==> src/rtl/cpu_pkg.sv <==
// Shared CPU constants and types used by the register scoreboard and its entries.
package cpu_pkg;

    localparam int REGISTERCOUNT   = 16;
    localparam int REGADDRBITWIDTH = $clog2(REGISTERCOUNT);
    localparam int TAGBITWIDTH     = 6;

    typedef logic [REGADDRBITWIDTH-1:0] reg_addr_t;
    typedef logic [TAGBITWIDTH-1:0]     tag_t;

endpackage

==> src/rtl/scoreboard_entry.sv <==
// One register's pending bit and issue tag, with writeback tag matching.
module scoreboard_entry
    import cpu_pkg::*;
#(
    parameter int INDEX     = 0,
    parameter int ADDRW     = REGADDRBITWIDTH,
    parameter int TAGW      = TAGBITWIDTH,
    parameter int WBPORTS   = 2,
    parameter bit CONSTZERO = 1'b0
) (
    input  logic                     clk,
    input  logic                     async_rst,
    input  logic                     clk_en,
    input  logic                     flush,
    input  logic                     setEn,
    input  logic [TAGW-1:0]          setTag,
    input  logic [WBPORTS-1:0]       wbValid,
    input  logic [WBPORTS*ADDRW-1:0] wbAddr,
    input  logic [WBPORTS*TAGW-1:0]  wbTag,
    output logic                     pending,
    output logic                     clear,
    output logic                     pendingNext
);

    localparam logic [ADDRW-1:0] MYADDR = ADDRW'(INDEX);

    logic [TAGW-1:0] tagStore;
    logic            wbHit;
    logic            doSet;

    // Several ports matching in one cycle still collapse into a single clear.
    always_comb begin
        wbHit = 1'b0;
        for (int p = 0; p < WBPORTS; p++) begin
            if (wbValid[p] && (wbAddr[p*ADDRW +: ADDRW] == MYADDR) &&
                (wbTag[p*TAGW +: TAGW] == tagStore)) begin
                wbHit = 1'b1;
            end
        end
    end

    assign clear = pending && wbHit;
    assign doSet = setEn && !CONSTZERO;

    // Flush beats everything; a fresh issue beats a same-cycle clear.
    always_comb begin
        pendingNext = pending;
        if (flush) begin
            pendingNext = 1'b0;
        end else if (doSet) begin
            pendingNext = 1'b1;
        end else if (clear) begin
            pendingNext = 1'b0;
        end
    end

    always_ff @(posedge clk or posedge async_rst) begin
        if (async_rst) begin
            pending  <= 1'b0;
            tagStore <= '0;
        end else if (clk_en) begin
            pending <= pendingNext;
            if (!flush && doSet) begin
                tagStore <= setTag;
            end
        end
    end

endmodule

==> src/rtl/register_scoreboard.sv <==
// Register-hazard scoreboard: per-register pending tracking with tagged writeback clears.
module register_scoreboard #(
    parameter int REGISTERCOUNT   = cpu_pkg::REGISTERCOUNT,
    parameter int REGADDRBITWIDTH = $clog2(REGISTERCOUNT),
    parameter int TAGBITWIDTH     = cpu_pkg::TAGBITWIDTH,
    parameter int WBPORTS         = 2,
    parameter bit ZEROREG_CONST   = 1'b1,
    parameter bit WB_BYPASS       = 1'b1
) (
    input  logic                               clk,
    input  logic                               async_rst,
    input  logic                               clk_en,
    input  logic                               IssueValid,
    input  logic                               IssueRdEn,
    input  logic [REGADDRBITWIDTH-1:0]         IssueRdAddr,
    input  logic [TAGBITWIDTH-1:0]             IssueTag,
    input  logic                               ReadA_En,
    input  logic [REGADDRBITWIDTH-1:0]         ReadA_Addr,
    input  logic                               ReadB_En,
    input  logic [REGADDRBITWIDTH-1:0]         ReadB_Addr,
    input  logic [WBPORTS-1:0]                 WbValid,
    input  logic [WBPORTS*REGADDRBITWIDTH-1:0] WbAddr,
    input  logic [WBPORTS*TAGBITWIDTH-1:0]     WbTag,
    input  logic                               FlushEn,
    output logic                               IssueAccept,
    output logic                               RegisterStall,
    output logic [REGISTERCOUNT-1:0]           PendingVector,
    output logic [REGADDRBITWIDTH:0]           PendingCount,
    output logic                               RegistersSync
);

    logic [REGISTERCOUNT-1:0] clearVec;
    logic [REGISTERCOUNT-1:0] busyVec;
    logic [REGISTERCOUNT-1:0] pendingNextVec;
    logic                     issueWrite;

    function automatic logic [REGADDRBITWIDTH:0] popCount(input logic [REGISTERCOUNT-1:0] v);
        logic [REGADDRBITWIDTH:0] c;
        c = '0;
        for (int i = 0; i < REGISTERCOUNT; i++) begin
            c = c + {{REGADDRBITWIDTH{1'b0}}, v[i]};
        end
        return c;
    endfunction

    assign issueWrite = IssueAccept && IssueRdEn;

    for (genvar r = 0; r < REGISTERCOUNT; r++) begin : gEntry
        localparam bit ISCONST = ZEROREG_CONST && (r == 0);

        scoreboard_entry #(
            .INDEX    (r),
            .ADDRW    (REGADDRBITWIDTH),
            .TAGW     (TAGBITWIDTH),
            .WBPORTS  (WBPORTS),
            .CONSTZERO(ISCONST)
        ) uEntry (
            .clk        (clk),
            .async_rst  (async_rst),
            .clk_en     (clk_en),
            .flush      (FlushEn),
            .setEn      (issueWrite && (IssueRdAddr == REGADDRBITWIDTH'(r))),
            .setTag     (IssueTag),
            .wbValid    (WbValid),
            .wbAddr     (WbAddr),
            .wbTag      (WbTag),
            .pending    (PendingVector[r]),
            .clear      (clearVec[r]),
            .pendingNext(pendingNextVec[r])
        );

        // With bypass, a writeback landing this cycle already satisfies the reader.
        assign busyVec[r] = PendingVector[r] && !(WB_BYPASS && clearVec[r]) && !ISCONST;
    end

    always_comb begin
        RegisterStall = 1'b0;
        if (IssueValid) begin
            RegisterStall = (ReadA_En  && busyVec[ReadA_Addr]) ||
                            (ReadB_En  && busyVec[ReadB_Addr]) ||
                            (IssueRdEn && busyVec[IssueRdAddr]);
        end
    end

    assign IssueAccept   = IssueValid && !RegisterStall && !FlushEn;
    assign RegistersSync = ~|PendingVector;

    // Count tracks the next pending vector so it lines up with PendingVector.
    always_ff @(posedge clk or posedge async_rst) begin
        if (async_rst) begin
            PendingCount <= '0;
        end else if (clk_en) begin
            PendingCount <= popCount(pendingNextVec);
        end
    end

endmodule

==> config.mk <==
export PLATFORM = sky130hd
export DESIGN_NAME = register_scoreboard
export DESIGN_NICKNAME = d
export VERILOG_FILES = /design/src/rtl/cpu_pkg.sv /design/src/rtl/scoreboard_entry.sv /design/src/rtl/register_scoreboard.sv
export SDC_FILE = /design/constraint.sdc
export NUM_CORES = 1
export LEC_CHECK = 0
export ABC_CLOCK_PERIOD_IN_PS = 20200
export CAP_MARGIN = 20
export CORE_MARGIN = 2
export CORE_UTILIZATION = 55
export CTS_CLUSTER_DIAMETER = 150
export DETAILED_ROUTE_END_ITERATION = 10
export PLACE_DENSITY = 0.72
export SLEW_MARGIN = 20
export SYNTH_ARGS = -nofsm -noshare
export SYNTH_HDL_FRONTEND = slang
export SYNTH_HIERARCHICAL = 1
export SYNTH_SLANG_ARGS = --single-unit
==> constraint.sdc <==
create_clock -name clk -period 20.2 [get_ports clk]
set_input_delay 4.04 -clock clk [delete_from_list [all_inputs] [get_ports clk]]
set_output_delay 4.04 -clock clk [all_outputs]
set_load 0.005 [all_outputs]
=== Word level (Yosys, flattened, before mapping) ===
Cells that the tools add are included.

* Word-level logic and storage cells: 382
* Output and inout port bits: 24
* Bits in registers: 111
* Input bits: 48

* $add $sub $neg: 15
* Reduce and logical (&&, ||, !) cells: 171
* Muxes and demuxes: 86
* Equal/unequal tests: 75
* Magnitude comparators: 3

{| class="wikitable"
|+ Operators by type and width
! cell !! number
|-
| $eq A6 B6 Y1 || 30
|-
| $logic_and A1 B1 Y1 || 131
|-
| $eq A4 B4 Y1 const B || 24
|-
| $mux W1 || 83
|-
| $add A5 B1 Y5 || 14
|-
| $eq A4 B3 Y1 const B || 12
|-
| $reduce_and A2 Y1 || 15
|-
| $eq A4 B2 Y1 const B || 6
|-
| $logic_not A1 Y1 || 18
|-
| $reduce_or A16 Y1 || 1
|-
| $lt A4 B5 Y1 const B || 3
|-
| $bmux W1 S4 || 3
|-
| $eq A4 B1 Y1 const B || 3
|-
| $logic_not A6 Y1 || 2
|-
| $logic_not A4 Y1 || 2
|-
| $add A1 B1 Y2 || 1
|-
| $logic_or A1 B1 Y1 || 2
|}

=== Depth between registers and ports, before layout ===
* Depth in word-level cells: 36
* Mapped depth: 27
* Gate-level depth less buffers: 25

=== Hierarchy ===
Netlist, hierarchy kept.

{| class="wikitable"
|+ Modules (own cells, without submodules)
! module !! times used !! area an instance (um^2) !! cells an instance
|-
| scoreboard_entry (gEntry[10].uEntry ...) || 5 || 451.7 || 40
|-
| register_scoreboard || 1 || 1505.2 || 179
|-
| scoreboard_entry (gEntry[15].uEntry ...) || 3 || 452.9 || 40
|-
| scoreboard_entry (gEntry[4].uEntry ...) || 2 || 483.0 || 43
|-
| scoreboard_entry (gEntry[11].uEntry ...) || 2 || 455.4 || 40
|-
| scoreboard_entry (gEntry[13].uEntry ...) || 2 || 455.4 || 43
|-
| scoreboard_entry (gEntry[3].uEntry) || 1 || 456.7 || 40
|-
| scoreboard_entry (gEntry[0].uEntry) || 1 || 112.6 || 15
|}

=== Worst setup path after synthesis ===
OpenSTA, ideal clock, no wires.

* Path type: input port to output port
* Start: input port WbAddr[0]
* End: output port IssueAccept
* Arrival: 6.498 ns
* Slack: 9.662 ns
* Stages on the path: 11
* Required time: 16.160 ns
* Path through: nand4b_1 > or4_1 > o22ai_2 > and2_1 > nor2b_1 > mux4_2 > or3_1 > and4b_1 > buf_6 > buf_12 > nor4_2

* Longest elaborated chain between the ends: 17
* Elaborated cells between the ends (all ways): 135

{| class="wikitable"
|+ RTL lines
! item !! RTL line !! RTL
|-
| from (decl) || register_scoreboard.sv:22 || <nowiki>input logic [WBPORTS*REGADDRBITWIDTH-1:0] WbAddr,</nowiki>
|-
| $eq A4 B4 Y1 (*) || scoreboard_entry.sv:35 || <nowiki>if (wbValid[p] && (wbAddr[p*ADDRW +: ADDRW] == MYADDR) &&</nowiki>
|-
| $logic_and A1 B1 Y1 (*) (2 in series) || scoreboard_entry.sv:35 ||
|-
| $mux W1 (*) (2 in series) || scoreboard_entry.sv:35 ||
|-
| $logic_and A1 B1 Y1 (*) || scoreboard_entry.sv:42 || <nowiki>assign clear = pending && wbHit;</nowiki>
|-
| net clearVec[12] || register_scoreboard.sv:32 || <nowiki>logic [REGISTERCOUNT-1:0] clearVec;</nowiki>
|-
| $logic_not A1 Y1 (*) || register_scoreboard.sv:73 || <nowiki>assign busyVec[r] = PendingVector[r] && !(WB_BYPASS && clearVec[r]) && !ISCONST;</nowiki>
|-
| $logic_and A1 B1 Y1 (*) || register_scoreboard.sv:73 ||
|-
| $bmux W1 S4 (on tied branches) || register_scoreboard.sv:79, register_scoreboard.sv:80 ||
|-
| $mux W1 (on tied branches) || register_scoreboard.sv:79, register_scoreboard.sv:80 ||
|-
| $logic_and A1 B1 Y1 (on tied branches) || register_scoreboard.sv:79, register_scoreboard.sv:80 ||
|-
| $logic_or A1 B1 Y1 || register_scoreboard.sv:79 || <nowiki>RegisterStall = (ReadA_En && busyVec[ReadA_Addr]) ||</nowiki>
|-
| $logic_or A1 B1 Y1 (*) || register_scoreboard.sv:80 || <nowiki>(ReadB_En && busyVec[ReadB_Addr]) ||</nowiki>
|-
| $mux W1 (*) || register_scoreboard.sv:78 || <nowiki>if (IssueValid) begin</nowiki>
|-
| $logic_not A1 Y1 (*) || register_scoreboard.sv:85 || <nowiki>assign IssueAccept = IssueValid && !RegisterStall && !FlushEn;</nowiki>
|-
| $logic_and A1 B1 Y1 (*) (2 in series) || register_scoreboard.sv:85 ||
|-
| to (decl) || register_scoreboard.sv:25 || <nowiki>output logic IssueAccept,</nowiki>
|}

The timed path passes the listed nets; every way through them passes the cells marked *. The select of a mux whose other input is x is not followed.

=== Worst setup path in the final report ===
* Start: input port WbTag[10]
* End: output port RegisterStall

* Longest elaborated chain between the ends: 12
* Elaborated cells between the ends (all ways): 102

{| class="wikitable"
|+ RTL lines
! item !! RTL line !! RTL
|-
| from (decl) || register_scoreboard.sv:23 || <nowiki>input logic [WBPORTS*TAGBITWIDTH-1:0] WbTag,</nowiki>
|-
| $eq A6 B6 Y1 (*) || scoreboard_entry.sv:36 || <nowiki>(wbTag[p*TAGW +: TAGW] == tagStore)) begin</nowiki>
|-
| $logic_and A1 B1 Y1 (*) || scoreboard_entry.sv:35 ||
|-
| $mux W1 (*) || scoreboard_entry.sv:35 ||
|-
| $logic_and A1 B1 Y1 (*) || scoreboard_entry.sv:42 ||
|-
| net clearVec[14] || register_scoreboard.sv:32 ||
|-
| $logic_not A1 Y1 (*) || register_scoreboard.sv:73 ||
|-
| $logic_and A1 B1 Y1 (*) || register_scoreboard.sv:73 ||
|-
| $bmux W1 S4 (on tied branches) || register_scoreboard.sv:79, register_scoreboard.sv:80 ||
|-
| $mux W1 (on tied branches) || register_scoreboard.sv:79, register_scoreboard.sv:80 ||
|-
| $logic_and A1 B1 Y1 (on tied branches) || register_scoreboard.sv:79, register_scoreboard.sv:80 ||
|-
| $logic_or A1 B1 Y1 || register_scoreboard.sv:79 ||
|-
| $logic_or A1 B1 Y1 (*) || register_scoreboard.sv:80 ||
|-
| $mux W1 (*) || register_scoreboard.sv:78 ||
|-
| to (decl) || register_scoreboard.sv:26 || <nowiki>output logic RegisterStall,</nowiki>
|}

Marks and branches as above.

==> out/metrics.yaml <==
timing.setup.tns_ps: 0
syn2layout_area_growth_pct: 15.2
timing.fmax_mhz: 79.9
fp.dieW_um: 128
post_synth_inst_count: 803
drive_above_1_share_pct: 18.1
wl_per_cell_um: 24.4
die_y_um: 128
cp_startpoint_kind: "input pin"
post_cts_hold_buffer_count: 0
cts_resized: 0
die_area_mm2: 0.0164
layout.cell_area.non_filler_mm2: 0.00974
num_rows: 45
skew_pair_late_insertion_delay_ps: 360
antenna_found_initial: 0
clockRootBuffer: "sky130_fd_sc_hd__clkbuf_16"
post_synth.cell_area_avg_um2: 10.5
worst_slack_ps: 7690
maximum_number_of_pins_on_one_net_before_global_route_repair: 48
cts.path.max_buffers: 2
worstPathArrival_ps: 8470
port_buffers: 71
global_route_wire_length_before_repair_mm: 40.5
end_kind: "output port"
critical_path_peak_fanout: 17
timing.max_cap.violations: 0
cts.sinks: 111
outcome: "completed"
yosysWarnings: 6
syn_area_mm2: 0.00846
track_usage_pct: 33.1
ant_nets: 0
fill_cells: 1255
coreArea_mm2: 0.0151
finClkSkew_ps: 11.6
hold_viol_final: 0
initial_standard_cell_utilization_of_the_core_pct: 56.0
drt_first_iter_violations: 680
synth.net_count: 866
worst_slew_pin_slew_ps: 1180
tritoncts_clock_tree: "built"
max-slew-margin-rel_pct: 20.8
antenna-diode-count: 0
worst_setup_hold_path_clk_slew_ps: 70
final_wtd_congestion: 0.997
design.final.nets: 948
finalMaxSlewViolations: 0
tritoncts.num_buffers: 9
post_cts.repair.setup_buffers: 0
timing.critical_path.required_ps: 16160
period_share_pct: 61.9
io_pins: 72
crit_type: "in -> out"
detailed_place.area_mm2: 0.00939
finalWirelength_mm: 26.4
min_path_type: "reg -> reg"
drt-pass1-iter-count: 5
ctsHtreeMaxLevel: 3
timing.final.setup_violations: 0
final.min_clock_period_ps: 12510
route.detailed.vias_per_inst: 6.41
grt_overflow: 0
grt_pass1_vias: 6997
vias: 6911
worst_ir_drop_vdd_mv: 0.0661
leakage_nw: 4.03
power_density_normalized_to_cell_area_mw_per_mm2: 62.8
rsz0062_at_grt: "false"
remaining_drc_errors: 0
dp_worst_setup_slack_ps: 7740
dpl.hpwl_mm: 18.4
==> area by class of cell <==
type / count / area, um^2 / share of cell area [%]
inverters: 78 / 293 / 3.01
clock buffers: 10 / 229 / 2.35
multi-input cells: 601 / 5290 / 54.3
flip-flops and latches: 111 / 2780 / 28.5
well taps: 188 / 235 / 2.42
repair buffers: 84 / 811 / 8.33
clock inverters: 6 / 104 / 1.07
==> layer usage <==
layer,track usage (%),up-vias,wire length (um)
met5,0,-,0
met4,9.44,0,771
met3,5.97,61,1990
met2,53.5,325,12100
met1,46.0,3475,11500
li1,-,3050,-
==> placed cells by master (no fill, tap or decap), types with 3 or more instances in the layout <==
master,n
sky130_fd_sc_hd__xor2_1,48
sky130_fd_sc_hd__and4b_1,5
sky130_fd_sc_hd__and2_1,15
sky130_fd_sc_hd__ha_1,5
sky130_fd_sc_hd__mux2_2,80
sky130_fd_sc_hd__nor4_1,21
sky130_fd_sc_hd__or4_1,12
sky130_fd_sc_hd__mux2_4,12
sky130_fd_sc_hd__nand2_1,23
sky130_fd_sc_hd__nand3b_1,9
sky130_fd_sc_hd__o21ai_0,5
sky130_fd_sc_hd__nor4b_1,7
sky130_fd_sc_hd__clkdlybuf4s50_1,70
sky130_fd_sc_hd__o22ai_2,11
sky130_fd_sc_hd__nand4b_1,10
sky130_fd_sc_hd__xnor2_1,134
sky130_fd_sc_hd__nor2_1,8
sky130_fd_sc_hd__o22ai_1,17
sky130_fd_sc_hd__buf_4,12
sky130_fd_sc_hd__and4_1,3
sky130_fd_sc_hd__nand2b_1,22
sky130_fd_sc_hd__nor2b_1,15
sky130_fd_sc_hd__or3_1,5
sky130_fd_sc_hd__nor4_2,8
sky130_fd_sc_hd__nand4_1,44
sky130_fd_sc_hd__o221ai_1,11
sky130_fd_sc_hd__nor3_1,5
sky130_fd_sc_hd__mux2i_1,4
sky130_fd_sc_hd__nand4bb_1,3
sky130_fd_sc_hd__inv_1,78
sky130_fd_sc_hd__dfrtp_1,111
sky130_fd_sc_hd__clkbuf_16,9
sky130_fd_sc_hd__nand3b_2,3
sky130_fd_sc_hd__fa_1,10
sky130_fd_sc_hd__o21ai_2,5
sky130_fd_sc_hd__a21boi_0,4
sky130_fd_sc_hd__mux4_2,5
==> critical path: stages <==
cell                              delay [ps]
sky130_fd_sc_hd__clkdlybuf4s50_1        1040
sky130_fd_sc_hd__xor2_1                  370
sky130_fd_sc_hd__or4_4                   520
sky130_fd_sc_hd__o21ai_2                 190
sky130_fd_sc_hd__and2_1                  170
sky130_fd_sc_hd__nor2b_1                  70
sky130_fd_sc_hd__mux4_2                  440
sky130_fd_sc_hd__or3_1                   300
sky130_fd_sc_hd__and4b_1                 470
sky130_fd_sc_hd__o31a_2                  400
sky130_fd_sc_hd__clkdlybuf4s50_1         450
==> registers in the layout, summed over array words and instances (netlist names) <==
signal and count:
gEntry.uEntry/tagStore 90, gEntry.uEntry/pending 16, PendingCount 5
==> path summary, 6_finish.rpt <==
kind | to | from | slack, ps | cells after the start
max in group asynchronous | gEntry[11].uEntry/pending | async_rst | 15200 | 2
worst min-delay path | PendingCount[2] | PendingCount[2] | 530 | 1
worst max-delay path | RegisterStall | WbTag[10] | 7690 | 11
worst max register to register | PendingCount[2] | gEntry[14].uEntry/tagStore[4] | 13190 | 20
min in group asynchronous | gEntry[0].uEntry/pending | async_rst | 4420 | 2
worst min register to register | PendingCount[2] | PendingCount[2] | 530 | 1
==> stage by stage <==
step / util (%) / std cells / hold slack [ps] / total power, W
after CTS: 64.4 / 1077 / 536 / 0.000615
final: 64.5 / 1078 / 525 / 0.000612
after detailed placement: 62.2 / 1061 / 520 / 0.000416
after global routing: 64.5 / 1078 / 545 / 0.000641
after global placement: 62.3 / 1061 / 497 / 0.000411
after floorplan: - / 803 / 505 / 0.000340
==> power breakdown <==
part           switching [W]  internal [W]  total [W]
Clock              0.0000866      0.000111   0.000198
Combinational      0.0000843     0.0000755   0.000160
Sequential         0.0000184      0.000236   0.000254
No activity file was read; power rests on OpenSTA's default activity.
